--- src/rtl/axi_mux_sched.sv ---
// axi_mux_sched: AW/AR arbitration with in-order W/B/R steering for a shared AXI4 port.
// Define AXI_MUX_SCHED_FIXED_PRIO_EN for fixed-priority arbitration (slot 0 highest) instead of round-robin.
module axi_mux_sched_arb #(
  parameter int slot_num_p = 2,
  parameter int lg_slot_lp = $clog2(slot_num_p)
) (
  input  logic                  clk_i,
  input  logic                  reset_i,
  input  logic [slot_num_p-1:0] v_i,
  input  logic                  block_i,
  input  logic                  m_ready_i,
  output logic                  m_valid_o,
  output logic [slot_num_p-1:0] ready_o,
  output logic [lg_slot_lp-1:0] sel_o,
  output logic                  hs_o
);
  typedef enum logic {IDLE, HOLD} state_e;
  state_e state_q, state_d;
  logic [lg_slot_lp-1:0] hold_q, rr_q, pick;
  logic [lg_slot_lp:0] idx;
`ifdef AXI_MUX_SCHED_FIXED_PRIO_EN
  assign rr_q = '0;
`else
  logic [lg_slot_lp-1:0] rr_d;
  assign rr_d = !hs_o ? rr_q : sel_o == lg_slot_lp'(slot_num_p - 1) ? '0 : sel_o + lg_slot_lp'(1);
  always_ff @(posedge clk_i) rr_q <= reset_i ? '0 : rr_d;
`endif
  // Scan from the farthest slot back so the requester closest to rr_q wins.
  always_comb begin
    pick = rr_q;
    idx = '0;
    for (int i = slot_num_p - 1; i >= 0; i--) begin
      idx = {1'b0, rr_q} + (lg_slot_lp+1)'(i);
      if (idx >= (lg_slot_lp+1)'(slot_num_p)) idx = idx - (lg_slot_lp+1)'(slot_num_p);
      if (v_i[idx[lg_slot_lp-1:0]]) pick = idx[lg_slot_lp-1:0];
    end
  end
  always_comb begin
    sel_o = state_q == HOLD ? hold_q : pick;
    m_valid_o = state_q == HOLD || (|v_i && !block_i);
    hs_o = m_valid_o && m_ready_i;
    ready_o = '0;
    ready_o[sel_o] = hs_o;
    state_d = m_valid_o && !m_ready_i ? HOLD : IDLE;
  end
  always_ff @(posedge clk_i) begin
    if (reset_i) begin
      state_q <= IDLE;
      hold_q <= '0;
    end else begin
      state_q <= state_d;
      hold_q <= sel_o;
    end
  end
endmodule

module axi_mux_sched_fifo #(
  parameter int depth_p = 8,
  parameter int width_p = 1
) (
  input  logic               clk_i,
  input  logic               reset_i,
  input  logic               push_i,
  input  logic [width_p-1:0] data_i,
  input  logic               pop_i,
  output logic [width_p-1:0] data_o,
  output logic               empty_o,
  output logic               full_o
);
  localparam int lg_lp = $clog2(depth_p);
  logic [width_p-1:0] mem_q [depth_p];
  logic [lg_lp-1:0] wp_q, rp_q;
  logic [lg_lp:0] cnt_q;
  assign empty_o = cnt_q == '0;
  assign full_o = cnt_q == (lg_lp+1)'(depth_p);
  assign data_o = empty_o ? '0 : mem_q[rp_q];
  always_ff @(posedge clk_i) begin
    if (reset_i) begin
      wp_q <= '0;
      rp_q <= '0;
      cnt_q <= '0;
    end else begin
      if (push_i) wp_q <= wp_q + lg_lp'(1);
      if (pop_i) rp_q <= rp_q + lg_lp'(1);
      cnt_q <= cnt_q + (lg_lp+1)'(push_i) - (lg_lp+1)'(pop_i);
    end
  end
  always_ff @(posedge clk_i) if (push_i) mem_q[wp_q] <= data_i;
endmodule

module axi_mux_sched #(
  parameter int slot_num_p = 2,
  parameter int max_out_p = 8,
  localparam int lg_slot_lp = $clog2(slot_num_p)
) (
  input  logic                  clk_i,
  input  logic                  reset_i,
  input  logic [slot_num_p-1:0] aw_v_i,
  output logic [slot_num_p-1:0] aw_ready_o,
  output logic                  m_awvalid_o,
  input  logic                  m_awready_i,
  output logic [lg_slot_lp-1:0] aw_sel_o,
  input  logic [slot_num_p-1:0] w_v_i,
  input  logic [slot_num_p-1:0] w_last_i,
  output logic [slot_num_p-1:0] w_ready_o,
  output logic                  m_wvalid_o,
  input  logic                  m_wready_i,
  output logic [lg_slot_lp-1:0] w_sel_o,
  input  logic                  m_bvalid_i,
  output logic                  m_bready_o,
  output logic [slot_num_p-1:0] b_v_o,
  input  logic [slot_num_p-1:0] b_ready_i,
  input  logic [slot_num_p-1:0] ar_v_i,
  output logic [slot_num_p-1:0] ar_ready_o,
  output logic                  m_arvalid_o,
  input  logic                  m_arready_i,
  output logic [lg_slot_lp-1:0] ar_sel_o,
  input  logic                  m_rvalid_i,
  input  logic                  m_rlast_i,
  output logic                  m_rready_o,
  output logic [slot_num_p-1:0] r_v_o,
  input  logic [slot_num_p-1:0] r_ready_i
);
  logic aw_hs, ar_hs, w_pop, b_pop, r_pop;
  logic wq_empty, wq_full, bq_empty, bq_full, rq_empty, rq_full;
  logic [lg_slot_lp-1:0] wq_head, bq_head, rq_head;

  axi_mux_sched_arb #(.slot_num_p(slot_num_p)) aw_arb (
    .clk_i(clk_i), .reset_i(reset_i), .v_i(aw_v_i), .block_i(wq_full || bq_full),
    .m_ready_i(m_awready_i), .m_valid_o(m_awvalid_o), .ready_o(aw_ready_o), .sel_o(aw_sel_o), .hs_o(aw_hs)
  );
  axi_mux_sched_arb #(.slot_num_p(slot_num_p)) ar_arb (
    .clk_i(clk_i), .reset_i(reset_i), .v_i(ar_v_i), .block_i(rq_full),
    .m_ready_i(m_arready_i), .m_valid_o(m_arvalid_o), .ready_o(ar_ready_o), .sel_o(ar_sel_o), .hs_o(ar_hs)
  );
  axi_mux_sched_fifo #(.depth_p(max_out_p), .width_p(lg_slot_lp)) wq (
    .clk_i(clk_i), .reset_i(reset_i), .push_i(aw_hs), .data_i(aw_sel_o), .pop_i(w_pop),
    .data_o(wq_head), .empty_o(wq_empty), .full_o(wq_full)
  );
  axi_mux_sched_fifo #(.depth_p(max_out_p), .width_p(lg_slot_lp)) bq (
    .clk_i(clk_i), .reset_i(reset_i), .push_i(aw_hs), .data_i(aw_sel_o), .pop_i(b_pop),
    .data_o(bq_head), .empty_o(bq_empty), .full_o(bq_full)
  );
  axi_mux_sched_fifo #(.depth_p(max_out_p), .width_p(lg_slot_lp)) rq (
    .clk_i(clk_i), .reset_i(reset_i), .push_i(ar_hs), .data_i(ar_sel_o), .pop_i(r_pop),
    .data_o(rq_head), .empty_o(rq_empty), .full_o(rq_full)
  );

  // Downstream answers in issue order, so each queue head owns the current beat.
  always_comb begin
    w_sel_o = wq_head;
    m_wvalid_o = !wq_empty && w_v_i[wq_head];
    w_ready_o = '0;
    w_ready_o[wq_head] = !wq_empty && m_wready_i;
    w_pop = m_wvalid_o && m_wready_i && w_last_i[wq_head];
    b_v_o = '0;
    b_v_o[bq_head] = !bq_empty && m_bvalid_i;
    m_bready_o = !bq_empty && b_ready_i[bq_head];
    b_pop = m_bvalid_i && m_bready_o;
    r_v_o = '0;
    r_v_o[rq_head] = !rq_empty && m_rvalid_i;
    m_rready_o = !rq_empty && r_ready_i[rq_head];
    r_pop = m_rvalid_i && m_rready_o && m_rlast_i;
  end

  assert property (@(posedge clk_i) disable iff (reset_i) !(m_bvalid_i && bq_empty));
  assert property (@(posedge clk_i) disable iff (reset_i) !(m_rvalid_i && rq_empty));
endmodule

--- config.mk ---
export PLATFORM = sky130hd
export DESIGN_NAME = axi_mux_sched
export DESIGN_NICKNAME = d
export VERILOG_FILES = /design/src/rtl/axi_mux_sched.sv
export SDC_FILE = /design/constraint.sdc
export NUM_CORES = 1
export LEC_CHECK = 0
export ABC_CLOCK_PERIOD_IN_PS = 3300
export CAP_MARGIN = 20
export CORE_MARGIN = 2
export CORE_UTILIZATION = 30
export CTS_CLUSTER_DIAMETER = 150
export DETAILED_ROUTE_END_ITERATION = 16
export GPL_ROUTABILITY_DRIVEN = 0
export PLACE_DENSITY_LB_ADDON = 0.1
export SLEW_MARGIN = 20
export SYNTH_ARGS = -nofsm -noshare
export SYNTH_HDL_FRONTEND = slang
export SYNTH_SLANG_ARGS = --single-unit
--- constraint.sdc ---
create_clock -name clk_i -period 3.3 [get_ports clk_i]
set_input_delay 0.66 -clock clk_i [delete_from_list [all_inputs] [get_ports clk_i]]
set_output_delay 0.66 -clock clk_i [all_outputs]
set_load 0.05 [all_outputs]
**Yosys cells after proc, flatten, opt, wreduce, memory -nomap -nowiden**

Memories as Yosys holds them, arrays and structs flattened. A register that Yosys moved wholly into a read port is not among the register bits.
Cells that the tools add are included.
Widths: inputs -> output; s select.

- Input port bits: 20
- Register bits: 36
- Memory bits (read-only): 0
- Memories: 3
- RAM bits: 24
- Output and inout port bits: 18
- Bits in latches: 0

- Multiplexer cells: 53
- Divide/modulo/power cells: 0
- Reduce and logical (&&, ||, !) cells: 37
- Magnitude comparators: 18
- Add/subtract/negate cells: 20
- Shift-type cells: 0
- Bitwise gates (word level): 5
- Eq/ne operators: 3
- Multipliers: 0

Memory list:

| memory | words | bits a word | rd ports | clocked after Yosys merged registers in | write ports | line | text |
|---|---|---|---|---|---|---|---|
| bq.mem_q | 8 | 1 | 1 | 1 | 1 | 71 | `logic [width_p-1:0] mem_q [depth_p];` |
| rq.mem_q | 8 | 1 | 1 | 1 | 1 | 71 |  |
| wq.mem_q | 8 | 1 | 1 | 1 | 1 | 71 |  |

Operator list:

| cell | number |
|---|---|
| $mux 1 | 42 |
| $logic_and 1x1->1 | 22 |
| $add 3x1->3 const B | 6 |
| $lt 1x2->1 const B | 9 |
| $mux 3 | 6 |
| $add 4x1->4 | 3 |
| $eq 4x4->1 const B | 3 |
| $logic_not 4->1 | 3 |
| $sub 4x1->4 | 3 |
| $and 2x2->2 | 5 |
| $logic_not 1->1 | 7 |
| $demux 1 s1 | 5 |
| $ge 1x1->1 const B | 5 |
| $add 1x1->2 const B | 2 |
| $ge 1x2->1 const B | 2 |
| $ge 2x2->1 const B | 2 |
| $reduce_or 2->1 | 2 |
| $sub 1x1->1 const B | 4 |
| $logic_or 1x1->1 | 3 |
| $add 1x1->1 const B | 2 |

**Longest topological paths before layout**

- Depth after elaboration: 13
- Gate-level depth with buffers: 14
- Gate-level depth less buffers: 13

**Hierarchy**

From an unflattened synthesis, not the netlist that was laid out.

- Cell total of the unflattened synthesis: 314
- Area, all modules: 3321.9 µm²

By module, submodules not included:

| module | instances | cells an instance | area each (µm²) |
|---|---|---|---|
| axi_mux_sched_fifo at bq ... | 2 | 84 | 939.7 |
| axi_mux_sched_fifo at wq | 1 | 84 | 940.9 |
| axi_mux_sched_arb | 2 | 22 | 181.4 |
| axi_mux_sched | 1 | 18 | 138.9 |

**Worst setup path before layout**

OpenSTA, ideal clock, no wires.

- Path type: in2out
- Start point: in aw_v_i[0]
- End point: out aw_ready_o[1]
- Data required time: 2.640 ns
- Arrival: 2.201 ns
- Stages: 5
- Path slack: 0.439 ns
- Cell sequence: nor2_1 o31a_1 clkinv_1 nand2_1 nor2_1

- Elaborated cells between the ends (all ways): 17

RTL lines:

| element | line | text |
|---|---|---|
| start: declaration | 98 | `input logic [slot_num_p-1:0] aw_v_i,` |
| $reduce_or 2->1 | 40 | `m_valid_o = state_q == HOLD \|\| (\|v_i && !block_i);` |
| $logic_and 1x1->1 | 40 |  |
| $logic_or 1x1->1 | 40 |  |
| named net m_awvalid_o | 100 | `output logic m_awvalid_o,` |
| $logic_and 1x1->1 | 41 | `hs_o = m_valid_o && m_ready_i;` |
| $and 2x2->2 (no source line) | -- |  |
| end: declaration | 99 | `output logic [slot_num_p-1:0] aw_ready_o,` |

The timed path passes the listed nets, and every way through them passes these cells. The select of a mux whose other input is x is not followed.

==> results summary <==
The net total in the final layout came out at 429. The worst-path cell with the longest stage delay is clkdlybuf4s50_1. For this run, asynchronously set or reset flops after synthesis account for 0%. The path category of the worst min-delay check is flop to flop. The accumulated negative setup slack came out at 0 ns.

The number of top-level pins is 38. For this run, the number of Yosys warnings is 0. The cell area that synthesis handed to floorplanning was 3560 um^2. The worst register-to-register path ends at bq.cnt_q[3]. Along the worst path, the maximum fanout reaches 5. The top achievable clock speed is 316 MHz. The overall power of the completed layout came out at 3.55 mW.

The register share of total power is 31.4%. The worst register-to-register path has a setup slack of 0.48 ns. The combinational cell fraction of total power is 37.9%. The share of the clock period used by the worst path is 96.0%. Net switching is 34.2% of the power. Dividing the detail-routed via count by the number of cells gives 4.55. The die is 113 um tall. Setup repair after global routing left no endpoint under its margin.

The longest clock path from root to sink contains 2 buffers. The largest stage delay on the critical path is 0.80 ns. Internal power comes to 2.33 mW.

After detailed routing, the total wire length is 6530 um. The number of endpoints failing setup at the final stage is 0. The cell sitting at the root of the clock tree is a clkbuf_16. The proportion of power drawn by the clock network came out at 30.7%.

The area of the die is 12800 um^2. The type of the setup path with the least slack is flop to output pin. Walking the worst path, the cells encountered are mux4_2 -> mux2_2 -> nor2_1 -> clkdlybuf4s50_1. The number of antenna violations at the first check in global routing was 0. The area used by sequential logic in the layout came out at 1620 um^2. The dominant synthesized flop cell is dfxtp_1. Dividing total power by cell area gives a power density of 789 nW/um^2. The run finished, with violations left. The required arrival time at the worst endpoint came out at 2.64 ns. Summing all multi-input logic gate instances after layout gives 1780 um^2. The number of antenna diodes in the final layout is 0. The instance count along the most critical hold path came out at 2. The clock latency reported for the late side of the worst-skew pair is 0.33 ns.

Clock tree synthesis inserted a total of 9 buffers. The share of layout cells above drive strength 1 came out at 13.9%. In this run the tightest slew margin relative to its limit is 65.9%. The count of antenna-violating nets left after detailed routing is 0. The final reports fail on DRC.

The mean instance size in the synthesized netlist is 10.4 um^2. The violation count after the first detailed-route iteration is 123. The worst setup path is launched from a flop.

The via count of the first global-routing pass is 2430. The worst setup path is captured at an output pin. The leakage power of the design came out at 1.79 nW. Port buffering added 37 buffers. The worst path needs 3.17 ns of the cycle, external delays included. The number of nets produced by synthesis is 388. The total overflow left after global routing is 0. The post-CTS setup buffer count is 0. The worst-case reg-to-reg path depth is 11.

Compared with the post-synthesis result, the final layout area differs by 26.3%. The number of pins with negative max-slew slack in the final report came out at 0. After filler insertion, the fill cell instance count of the layout stands at 1134. The post-synthesis cell type count is 45. The worst supply voltage drop on vdd is 0.000308 V. The placeable core area is 11500 um^2.

The sequential-to-total area share from yosys stat is 45.5%. For this configuration, the core starts out at a cell density of 30.9%. The maximum number of pins on one net before global-route repair is 48.

The number of rows created at floorplan came out at 39. For this run, design rule violations remaining after detail routing come to 3. The x dimension of the die came out at 113 um.

After clock tree synthesis, the clock-pin slew on the worst setup and hold paths is 0.05 ns. The H-tree was split into 3 levels. For the pin with the worst max-slew slack, the measured transition is 0.511 ns.

The first detailed-routing pass took 10 iterations. On the final layout, the worst clock skew is 0.00703 ns. The number of clock sinks is 69.

The launch instance of the worst min-delay path is ar_arb.rr_q. The detail-routed net length per standard cell is 12.3 um. The routed layout has 2422 vias. The CTS tree is done.

The arrival time at the worst endpoint is 2.51 ns. The tool flagged a number of max-cap violations equal to 0. The hold violation total from the final report came to 0.

The first global-routing pass estimated 11400 um of wire. The HPWL after detailed placement is 4770 um. In this run, synthesis inferred 24 flip-flops with an integrated enable. The combined global-route utilization of all metal layers is 11.2%. The number of register bits inferred by synthesis is 69. The power spent charging and discharging nets is 1.21 mW.

The endpoint of the worst hold-timing path is ar_arb.rr_q. After technology mapping, the gate count stands at 343.
## how the worst max path moves through the flow
| stage | cells past startpoint | to | slack [ns] |
|---|---|---|---|
| finish | 4 | r_v_o[0] | 0.13 |
| global route | 4 | b_v_o[0] | 0.03 |
| CTS | 4 | r_v_o[0] | 0.1 |
| detailed placement | 8 | aw_ready_o[0] | 0.39 |
| global placement | 8 | aw_ready_o[0] | 0.41 |
| floorplan | 5 | aw_ready_o[1] | 0.44 |
## logic make-up (layout without fill, tap and decap cells)
group / Yosys count / count (layout) / share of synthesized area [%]
AOI/OAI and AO/OA: 31 / 31 / 5.27
xor gates and xnor gates: 8 / 8 / 1.97
adders and majority gates: 27 / 27 / 9.98
buffers and inverters: 41 / 87 / 4.43
DFF: 69 / 69 / 45.5
muxes: 38 / 38 / 13.9
and+or+nand+nor: 129 / 129 / 18.9
## cells in the final DEF (no fill, tap or decap), types with 7 or more instances in the layout
| master | count |
|---|---|
| nor2_1 | 39 |
| clkdlybuf4s50_1 | 26 |
| a21oi_1 | 12 |
| nand2_1 | 11 |
| edfxtp_1 | 24 |
| nor3_1 | 11 |
| ha_1 | 22 |
| mux2i_1 | 14 |
| nand2b_1 | 11 |
| nand3_1 | 12 |
| inv_1 | 30 |
| buf_12 | 7 |
| nor2b_1 | 14 |
| mux2_2 | 13 |
| o21ai_0 | 8 |
| dfxtp_1 | 45 |
| nand4_1 | 8 |
| clkbuf_16 | 9 |
## critical path, delay by kind of cell (launching register included)
family,cells,cell delay (ns)
muxes,2,0.87
buffers and inverters,1,0.80
and+or+nand+nor,1,0.12
DFF,1,0.38
## layout make-up
cell class	count	share of cell area [%]
inverter	31	2.59
multi-input combinational	233	39.6
clock inverter	6	2.48
sequential	69	36.1
clock buffer	10	5.09
timing repair buffer	40	10.2
tap	143	3.98
## through the flow
step / hold WS (ns) / worst slack [ns] / cell area [um^2] / utilization [%] / instances
after floorplan: 0.454 / 0.439 / 3560 / - / 343
after global placement: 0.473 / 0.407 / 4160 / 36.1 / 516
after detailed placement: 0.469 / 0.386 / 4160 / 36.1 / 516
after CTS: 0.480 / 0.0956 / 4500 / 39.0 / 532
after global routing: 0.509 / 0.0299 / 4500 / 39.1 / 532
final: 0.482 / 0.133 / 4500 / 39.1 / 532
## cell usage after synthesis (5+ instances only)
cell | instances | area, um^2
a21oi_1 | 12 | 60.1
clkbuf_1 | 8 | 30.0
dfxtp_1 | 45 | 901
edfxtp_1 | 24 | 721
ha_1 | 22 | 275
inv_1 | 30 | 113
mux2_2 | 13 | 146
mux2i_1 | 14 | 140
nand2_1 | 11 | 41.3
nand2b_1 | 11 | 68.8
nand3_1 | 12 | 60.1
nand4_1 | 8 | 50.1
nor2_1 | 39 | 146
nor2b_1 | 14 | 87.6
nor3_1 | 11 | 55.1
nor3b_1 | 6 | 45.0
o21ai_0 | 8 | 40.0
xnor2_1 | 5 | 43.8
## routing by layer
metal	GRT usage [%]	wire length (um)	vias up
li1	-	-	1280
met1	16.1	3460	1109
met2	15.8	2770	28
met3	3.00	215	5
met4	4.88	82	0
met5	0	0	-
## repair_timing
item / in CTS / in global routing
endpoints found under the setup margin: 0 / 1
hold buffers: 0 / 0
gates resized for setup: 0 / 1
hold endpoints to repair: 0 / 0
## power groups by stage
stage / Sequential (mW) / Clock (mW) / Combinational, mW
floorplan: 1.10 / 0 / 0.989
global placement: 1.13 / 0 / 1.35
detailed placement: 1.13 / 0 / 1.35
CTS: 1.11 / 1.12 / 1.36
global route: 1.13 / 1.16 / 1.49
finish: 1.11 / 1.09 / 1.34
(Power assumes the default switching activity.)
